## config.mk

```make
export PLATFORM = sky130hd
export DESIGN_NAME = lc3_control_flat
export DESIGN_NICKNAME = d
export VERILOG_FILES = /design/src/rtl/lc3_pkg.sv /design/src/rtl/lc3_control_if.sv /design/src/rtl/lc3_decode.sv /design/src/rtl/lc3_control.sv /design/src/flat_wrapper.sv
export SDC_FILE = /design/constraint.sdc
export NUM_CORES = 1
export LEC_CHECK = 0
export ABC_AREA = 1
export ABC_CLOCK_PERIOD_IN_PS = 2000
export CAP_MARGIN = 40
export CORE_AREA = 10 10 76 78
export CTS_CLUSTER_SIZE = 20
export DETAILED_ROUTE_END_ITERATION = 10
export DIE_AREA = 0 0 86 88
export PLACE_DENSITY = 0.77
export REMOVE_ABC_BUFFERS = 1
export SLEW_MARGIN = 15
export SYNTH_ARGS = -nofsm -noshare
export SYNTH_HDL_FRONTEND = slang
export SYNTH_HIERARCHICAL = 1
export SYNTH_SLANG_ARGS = --single-unit
```

## constraint.sdc

```tcl
create_clock -name clk -period 2 [get_ports clk]
set_input_delay 0.4 -clock clk [delete_from_list [all_inputs] [get_ports clk]]
set_output_delay 0.4 -clock clk [all_outputs]
set_load 0.05 [all_outputs]
```

## src/rtl/lc3_pkg.sv

```systemverilog
// Shared types and encodings for the LC-3 control unit: FSM states,
// opcodes, ALU operation and PC-source selects.
package lc3_pkg;

  typedef enum logic [3:0] {
    S_FETCH,
    S_IFETCH_WAIT,
    S_LOAD_IR,
    S_DECODE,
    S_EXEC_ALU,
    S_BR,
    S_JMP,
    S_ADDR,
    S_LD_WAIT,
    S_LD_WB,
    S_ST_MDR,
    S_ST_WAIT,
    S_HALT
  } state_e;

  localparam logic [3:0] OP_BR  = 4'b0000;
  localparam logic [3:0] OP_ADD = 4'b0001;
  localparam logic [3:0] OP_LD  = 4'b0010;
  localparam logic [3:0] OP_ST  = 4'b0011;
  localparam logic [3:0] OP_AND = 4'b0101;
  localparam logic [3:0] OP_NOT = 4'b1001;
  localparam logic [3:0] OP_JMP = 4'b1100;

  localparam logic [1:0] ALUK_PASS = 2'b00;
  localparam logic [1:0] ALUK_ADD  = 2'b01;
  localparam logic [1:0] ALUK_AND  = 2'b10;
  localparam logic [1:0] ALUK_NOT  = 2'b11;

  localparam logic [1:0] PCMUX_INC  = 2'b00;
  localparam logic [1:0] PCMUX_OFF9 = 2'b01;
  localparam logic [1:0] PCMUX_BASE = 2'b10;

endpackage

```

## src/rtl/lc3_control_if.sv

```systemverilog
// Control-unit bundle: instruction/condition inputs, memory handshake and
// every datapath strobe. master = controller, slave = datapath/memory side.
interface lc3_control_if;
  // Memory handshake: mem_en stays high for the whole access; the access
  // completes in the cycle mem_ready is high while mem_en is high, and
  // mem_ready is ignored whenever mem_en is low.
  logic [15:0] ir;
  logic [2:0]  nzp;
  logic        mem_ready;

  logic        ld_pc, ld_ir, ld_mar, ld_mdr, ld_reg, ld_cc;
  logic        gate_pc, gate_alu, gate_mdr, gate_marmux;
  logic [1:0]  alu_k;
  logic [2:0]  sr1, sr2, dr;
  logic [1:0]  pc_mux;
  logic        mem_en, mem_we;
  logic        halted;
  logic [15:0] instr_count;

  modport master (
    input  ir, nzp, mem_ready,
    output ld_pc, ld_ir, ld_mar, ld_mdr, ld_reg, ld_cc,
    output gate_pc, gate_alu, gate_mdr, gate_marmux,
    output alu_k, sr1, sr2, dr, pc_mux, mem_en, mem_we, halted, instr_count
  );

  modport slave (
    output ir, nzp, mem_ready,
    input  ld_pc, ld_ir, ld_mar, ld_mdr, ld_reg, ld_cc,
    input  gate_pc, gate_alu, gate_mdr, gate_marmux,
    input  alu_k, sr1, sr2, dr, pc_mux, mem_en, mem_we, halted, instr_count
  );
endinterface

```

## src/rtl/lc3_decode.sv

```systemverilog
// Combinational opcode and field decode: dispatch target out of DECODE,
// ALU operation, register fields and branch-taken evaluation.
module lc3_decode
  import lc3_pkg::*;
(
  input  logic [15:0] ir_i,
  input  logic [2:0]  nzp_i,
  output state_e      dispatch_o,
  output logic [1:0]  alu_k_o,
  output logic [2:0]  dr_o,
  output logic [2:0]  sr1_o,
  output logic [2:0]  sr2_o,
  output logic        br_taken_o,
  output logic        is_store_o
);
  logic [3:0] opcode;
  logic       unused_bits;

  assign opcode      = ir_i[15:12];
  assign dr_o        = ir_i[11:9];
  assign sr1_o       = ir_i[8:6];
  assign sr2_o       = ir_i[2:0];
  assign br_taken_o  = |(ir_i[11:9] & nzp_i);
  assign is_store_o  = (opcode == OP_ST);
  assign unused_bits = ^ir_i[5:3];

  always_comb begin
    dispatch_o = S_HALT;
    alu_k_o    = ALUK_PASS;
    case (opcode)
      OP_ADD:       begin dispatch_o = S_EXEC_ALU; alu_k_o = ALUK_ADD; end
      OP_AND:       begin dispatch_o = S_EXEC_ALU; alu_k_o = ALUK_AND; end
      OP_NOT:       begin dispatch_o = S_EXEC_ALU; alu_k_o = ALUK_NOT; end
      OP_BR:        dispatch_o = S_BR;
      OP_JMP:       dispatch_o = S_JMP;
      OP_LD, OP_ST: dispatch_o = S_ADDR;
      default:      dispatch_o = S_HALT;
    endcase
  end
endmodule

```

## src/rtl/lc3_control.sv

```systemverilog
// LC-3 multicycle Moore control FSM with retired-instruction counter.
// Strobes are gated by rst_n so reset silences them immediately.
module lc3_control
  import lc3_pkg::*;
(
  input  logic                clk,
  input  logic                rst_n,
  lc3_control_if.master       bus,
  output state_e              state_o
);
  state_e      state_q, state_d;
  logic [15:0] count_q, count_d;
  logic        retire;

  state_e      dispatch;
  logic [1:0]  dec_alu_k;
  logic [2:0]  dec_dr, dec_sr1, dec_sr2;
  logic        br_taken, is_store;

  lc3_decode u_decode (
    .ir_i       (bus.ir),
    .nzp_i      (bus.nzp),
    .dispatch_o (dispatch),
    .alu_k_o    (dec_alu_k),
    .dr_o       (dec_dr),
    .sr1_o      (dec_sr1),
    .sr2_o      (dec_sr2),
    .br_taken_o (br_taken),
    .is_store_o (is_store)
  );

  always_ff @(posedge clk or negedge rst_n) begin
    if (!rst_n) begin
      state_q <= S_FETCH;
      count_q <= 16'd0;
    end else begin
      state_q <= state_d;
      count_q <= count_d;
    end
  end

  always_comb begin
    state_d         = state_q;
    bus.ld_pc       = 1'b0;
    bus.ld_ir       = 1'b0;
    bus.ld_mar      = 1'b0;
    bus.ld_mdr      = 1'b0;
    bus.ld_reg      = 1'b0;
    bus.ld_cc       = 1'b0;
    bus.gate_pc     = 1'b0;
    bus.gate_alu    = 1'b0;
    bus.gate_mdr    = 1'b0;
    bus.gate_marmux = 1'b0;
    bus.alu_k       = ALUK_PASS;
    bus.sr1         = 3'd0;
    bus.sr2         = 3'd0;
    bus.dr          = 3'd0;
    bus.pc_mux      = PCMUX_INC;
    bus.mem_en      = 1'b0;
    bus.mem_we      = 1'b0;
    bus.halted      = 1'b0;
    if (rst_n) begin
      case (state_q)
        S_FETCH: begin
          bus.gate_pc = 1'b1;
          bus.ld_mar  = 1'b1;
          bus.ld_pc   = 1'b1;
          state_d     = S_IFETCH_WAIT;
        end
        S_IFETCH_WAIT, S_LD_WAIT: begin
          bus.mem_en = 1'b1;
          if (bus.mem_ready) begin
            bus.ld_mdr = 1'b1;
            state_d    = (state_q == S_IFETCH_WAIT) ? S_LOAD_IR : S_LD_WB;
          end
        end
        S_LOAD_IR: begin
          bus.gate_mdr = 1'b1;
          bus.ld_ir    = 1'b1;
          state_d      = S_DECODE;
        end
        S_DECODE: state_d = dispatch;
        S_EXEC_ALU: begin
          bus.gate_alu = 1'b1;
          bus.ld_reg   = 1'b1;
          bus.ld_cc    = 1'b1;
          bus.alu_k    = dec_alu_k;
          bus.dr       = dec_dr;
          bus.sr1      = dec_sr1;
          bus.sr2      = dec_sr2;
          state_d      = S_FETCH;
        end
        S_BR: begin
          if (br_taken) begin
            bus.ld_pc  = 1'b1;
            bus.pc_mux = PCMUX_OFF9;
          end
          state_d = S_FETCH;
        end
        S_JMP: begin
          bus.ld_pc  = 1'b1;
          bus.pc_mux = PCMUX_BASE;
          bus.sr1    = dec_sr1;
          state_d    = S_FETCH;
        end
        S_ADDR: begin
          bus.gate_marmux = 1'b1;
          bus.ld_mar      = 1'b1;
          state_d         = is_store ? S_ST_MDR : S_LD_WAIT;
        end
        S_LD_WB: begin
          bus.gate_mdr = 1'b1;
          bus.ld_reg   = 1'b1;
          bus.ld_cc    = 1'b1;
          bus.dr       = dec_dr;
          state_d      = S_FETCH;
        end
        // Store data is the register named in the DR field, passed through the ALU.
        S_ST_MDR: begin
          bus.gate_alu = 1'b1;
          bus.alu_k    = ALUK_PASS;
          bus.sr1      = dec_dr;
          bus.ld_mdr   = 1'b1;
          state_d      = S_ST_WAIT;
        end
        S_ST_WAIT: begin
          bus.mem_en = 1'b1;
          bus.mem_we = 1'b1;
          if (bus.mem_ready) state_d = S_FETCH;
        end
        S_HALT:  bus.halted = 1'b1;
        default: state_d = S_FETCH;
      endcase
    end
  end

  always_comb begin
    retire = (state_d == S_FETCH) &&
             (state_q inside {S_EXEC_ALU, S_BR, S_JMP, S_LD_WB, S_ST_WAIT});
    count_d = retire ? count_q + 16'd1 : count_q;
  end

  assign bus.instr_count = count_q;
  assign state_o         = state_q;

endmodule

```

## src/flat_wrapper.sv

```systemverilog
// flat-port wrapper written by rule: the top's interface ports become plain ports
module lc3_control_flat import lc3_pkg::*;
  (clk, rst_n, state_o, bus_ir, bus_nzp, bus_mem_ready, bus_ld_pc, bus_ld_ir, bus_ld_mar, bus_ld_mdr, bus_ld_reg, bus_ld_cc, bus_gate_pc, bus_gate_alu, bus_gate_mdr, bus_gate_marmux, bus_alu_k, bus_sr1, bus_sr2, bus_dr, bus_pc_mux, bus_mem_en, bus_mem_we, bus_halted, bus_instr_count);
  lc3_control_if bus_i ();
  input  logic clk;
  input  logic rst_n;
  output state_e state_o;
  input wire logic [$bits(bus_i.ir)-1:0] bus_ir;
  input wire logic [$bits(bus_i.nzp)-1:0] bus_nzp;
  input wire logic [$bits(bus_i.mem_ready)-1:0] bus_mem_ready;
  output wire logic [$bits(bus_i.ld_pc)-1:0] bus_ld_pc;
  output wire logic [$bits(bus_i.ld_ir)-1:0] bus_ld_ir;
  output wire logic [$bits(bus_i.ld_mar)-1:0] bus_ld_mar;
  output wire logic [$bits(bus_i.ld_mdr)-1:0] bus_ld_mdr;
  output wire logic [$bits(bus_i.ld_reg)-1:0] bus_ld_reg;
  output wire logic [$bits(bus_i.ld_cc)-1:0] bus_ld_cc;
  output wire logic [$bits(bus_i.gate_pc)-1:0] bus_gate_pc;
  output wire logic [$bits(bus_i.gate_alu)-1:0] bus_gate_alu;
  output wire logic [$bits(bus_i.gate_mdr)-1:0] bus_gate_mdr;
  output wire logic [$bits(bus_i.gate_marmux)-1:0] bus_gate_marmux;
  output wire logic [$bits(bus_i.alu_k)-1:0] bus_alu_k;
  output wire logic [$bits(bus_i.sr1)-1:0] bus_sr1;
  output wire logic [$bits(bus_i.sr2)-1:0] bus_sr2;
  output wire logic [$bits(bus_i.dr)-1:0] bus_dr;
  output wire logic [$bits(bus_i.pc_mux)-1:0] bus_pc_mux;
  output wire logic [$bits(bus_i.mem_en)-1:0] bus_mem_en;
  output wire logic [$bits(bus_i.mem_we)-1:0] bus_mem_we;
  output wire logic [$bits(bus_i.halted)-1:0] bus_halted;
  output wire logic [$bits(bus_i.instr_count)-1:0] bus_instr_count;
  assign bus_i.ir = bus_ir;
  assign bus_i.nzp = bus_nzp;
  assign bus_i.mem_ready = bus_mem_ready;
  assign bus_ld_pc = bus_i.ld_pc;
  assign bus_ld_ir = bus_i.ld_ir;
  assign bus_ld_mar = bus_i.ld_mar;
  assign bus_ld_mdr = bus_i.ld_mdr;
  assign bus_ld_reg = bus_i.ld_reg;
  assign bus_ld_cc = bus_i.ld_cc;
  assign bus_gate_pc = bus_i.gate_pc;
  assign bus_gate_alu = bus_i.gate_alu;
  assign bus_gate_mdr = bus_i.gate_mdr;
  assign bus_gate_marmux = bus_i.gate_marmux;
  assign bus_alu_k = bus_i.alu_k;
  assign bus_sr1 = bus_i.sr1;
  assign bus_sr2 = bus_i.sr2;
  assign bus_dr = bus_i.dr;
  assign bus_pc_mux = bus_i.pc_mux;
  assign bus_mem_en = bus_i.mem_en;
  assign bus_mem_we = bus_i.mem_we;
  assign bus_halted = bus_i.halted;
  assign bus_instr_count = bus_i.instr_count;
  lc3_control u_core (.clk(clk), .rst_n(rst_n), .bus(bus_i), .state_o(state_o));
endmodule
```

==> summary.md <==
| Metric | Value |
|---|---|
| CTS root buffer | `clkbuf_8` |
| Die X | `about 86 um` |
| Placer Congestion | `approximately 0.92` |
| Post-synthesis mux area share | `0%` |
| Reg2reg path depth | `13` |
| Worst R2R Setup Slack | `0.08 ns` |
| Core Area | `between 0.004 and 0.005 mm^2` |
| Top cells by count, synth | `nand2_1, inv_1, nor2_1` |
| Startpoint type of the worst setup path | `register` |
| Count leader, synth | `nand2_1` |
| Clk buf depth | `2` |
| Row count | `24` |
| Yosys cell types | `29` |
| # H-tree levels | `1` |
| Layout area overhead | `74.4%` |
| Met3 usage in global routing | `3.34%` |
| Avg Vias per Cell | `5.07` |
| Post-synth top area share | `roughly 27%` |
| #FFs+latches synth | `20` |
| Global-route wire length before repair | `around 9.8 mm` |
| Worst slew pin tran | `0.507 ns` |
| Sequential area share after synthesis | `a little over a quarter` |
| Synth Area in XOR/XNOR | `under 10%` |
| Multi-input gate area | `~0.0012 mm^2` |
| Fin. Hold Viols | `0` |
| Routed wire length | `about 6.3 mm` |
| Io pins | `between 60 and 70` |
| Critical Path RT | `roughly 1.6 ns` |
| Top_reg_cell synth | `dfrtp_1` |
| Max Freq | `between 400 and 500 MHz` |
| Failing checks | `negative setup slack` |
| Total iterations of the first detailed-routing run | `4` |
| Largest cells by area after synthesis | `dfrtp_1, nand2_1, inv_1` |
| Critical R2R Launch | `u_core/state_o[3]$_DFF_PN0_` |
| Die height | `between 80 and 90 um` |
| Final core utilization | `~74%` |
| Share of cells above drive strength 1 | `roughly two fifths` |
| Hold_ws | `0.516 ns` |
| Die area | `~0.0076 mm^2` |
| Crit path DAT | `1.69 ns` |
| Max-Cap Viols | `0` |
| Post-synth EDFFs | `0` |
| Via count | `between 2000 and 2500` |
| Vias in the first global route | `roughly 2100` |
| Largest area contributor in the netlist | `dfrtp_1` |
| Cell Area, Synth | `0.00183 mm^2` |
| Setup violators final | `13` |
| Crit path kind | `reg -> out` |
| Design Area, Final | `approximately 0.0032 mm^2` |
| Port buffer count | `64` |
| Leak Pwr | `1.55 nW` |
| Minimum clock period | `roughly 2.1 ns` |
| VDD IR max | `0.000872 V` |
| Simple-gate share of the synthesized area | `between 40% and 50%` |
| PD cells | `1150 mW/mm^2` |
| Critical path peak fanout | `5` |
| RSZ-0062 raised after global routing | `yes` |
| Gr usage total | `15.5%` |
| Syn Area/Cell | `roughly 6.4 um^2` |
| CTS Buf Count | `3` |
| Outcome | `finished, violations left` |
| Worst-Skew Late Latency | `0.26 ns` |
| Mapped Cells | `286` |
| FILL cells | `about 300` |
| Final count of pins violating max slew | `0` |
| Async SR Flop Fraction | `between 90% and 100%` |
| Total power | `0.00366 W` |
| Dpl cell area | `roughly 0.0028 mm^2` |
| Initial antenna violation count | `0` |
| Layout Nets | `roughly 390` |
| Synth Area in Adders | `0.685%` |
| Dpl ws | `-0.214 ns` |
| Synth Area in Compound Gates | `3.29%` |
| Grt peak-use layer | `met2` |
| Largest family of logic cells by synthesized area | `simple AND/OR/NAND/NOR gates` |
| Yosys Warn Count | `6` |
| Final worst slack | `-0.0913 ns` |
| Diodes inserted | `0` |
| Met1 usage | `17.8%` |
| Wire per inst | `around 15 um` |
| Grt ovf | `0` |
| CTS tree | `yes` |
| M2 GR Usage | `between 20% and 30%` |
| Max_slew headroom | `66.1%` |
| DRC Markers | `0` |
| Initial Utilization | `around 43%` |
| Worst setup EP type | `output pin` |
| Reg area | `505 um^2` |
| Final worst-path cycle share | `105%` |
| Post-DP HPWL | `about 4.3 mm` |
| Worst Hold Class | `in -> async` |
| Routed Antenna Nets | `0` |
| 1st-iter DRT viols | `roughly 130` |
| Largest net degree at the start of global routing | `15` |
| Clk_skew | `0.00770 ns` |
| Clk sink count | `20` |
| CTS clk-pin slew, worst paths | `0.08 ns` |
| Reg2Reg Capture Point | `u_core/bus.instr_count[13]$_DFFE_PN0P_` |
## timing repair
| action | in CTS | in global routing |
|---|---|---|
| endpoints found under the setup margin | 25 | 37 |
| hold buffers | 0 | 0 |
| buffers inserted | 8 | 3 |
| pin swaps | 9 | 8 |
| endpoints found under the hold margin | 0 | 0 |
| gates cloned | 0 | 2 |
| gates resized for setup | 28 | 39 |
## critical path, stage by stage (launching register included)
cell and delay (ns):
dfrtp_2 0.45, inv_2 0.08, nand2_1 0.10, nor3_2 0.19
nand2_2 0.12, buf_4 0.16, buf_4 0.12, nand2_2 0.07
buf_12 0.14
## kinds of logic (layout without fill, tap and decap cells)
kind of cell               Yosys count  in the layout
buffers and inverters               58            139
and+or+nand+nor                    189            190
adders and majority gates            1              1
DFF                                 20             20
other                                1              1
AOI/OAI and AO/OA                   11             11
xor gates and xnor gates             6              6
## registers in the layout, summed over array words and instances (netlist names)
signal                  flops
u_core/bus.instr_count     16
u_core/state_o              4
## report_power, final
group	internal (W)	switching [W]
clock	0.000267	0.000136
sequential	0.000470	0.000125
combinational	0.00112	0.00154
total	0.00185	0.00180
## through the flow
stage                     setup TNS, ns  instances
after floorplan                  -11.02        267
final                            -0.356        420
after global routing              -3.01        420
after detailed placement          -5.79        404
after CTS                      -0.00102        416
after global placement            -5.02        404
## metal layers
metal	vias to the layer above	share of wire (%)
li1	1056	-
met5	-	0
met4	0	0.94
met2	77	55
met1	991	39
met3	7	5.6
## cell usage in the layout, fill, tap and decap left out, types with 2 or more instances in the layout
master	count
nand2_1	81
buf_4	41
inv_1	32
buf_12	28
nor2_1	21
clkdlybuf4s50_1	19
nand4_1	18
nand3_1	17
nand2_2	16
dfrtp_1	16
nor2_4	14
nor2_2	8
xor2_1	6
dlymetal6s2s_1	5
nand3_2	4
dfrtp_2	4
clkbuf_8	3
inv_2	3
nor3_2	3
inv_4	3
nand2_4	3
o22ai_2	3
o21ai_1	2
a21oi_1	2
## how the worst max path moves through the flow
stage / slack, ns / start / cells past startpoint / endpoint
6_report: -0.09 / u_core/state_o[3]$_DFF_PN0_ / 8 / bus_gate_alu
5_1_grt: -0.18 / u_core/state_o[1]$_DFF_PN0_ / 7 / bus_ld_mdr
4_1_cts: -0.001 / u_core/state_o[3]$_DFF_PN0_ / 9 / bus_ld_mdr
3_5_place_dp: -0.21 / bus_ir[13] / 15 / u_core/bus.instr_count[10]$_DFFE_PN0P_
3_3_place_gp: -0.22 / rst_n / 5 / bus_mem_en
2_1_floorplan: -1.13 / u_core/state_o[3]$_DFF_PN0_ / 7 / bus_dr[0]
## area by class of cell
cell class	instances	share of cell area, %
Multi-Input combinational cell	209	38.3
Timing Repair Buffer	96	36.6
Sequential cell	20	15.9
Inverter	39	4.99
Tap cell	52	2.04
Clock buffer	3	1.30
Clock inverter	1	0.943
Power figures use the tool's default switching activity.
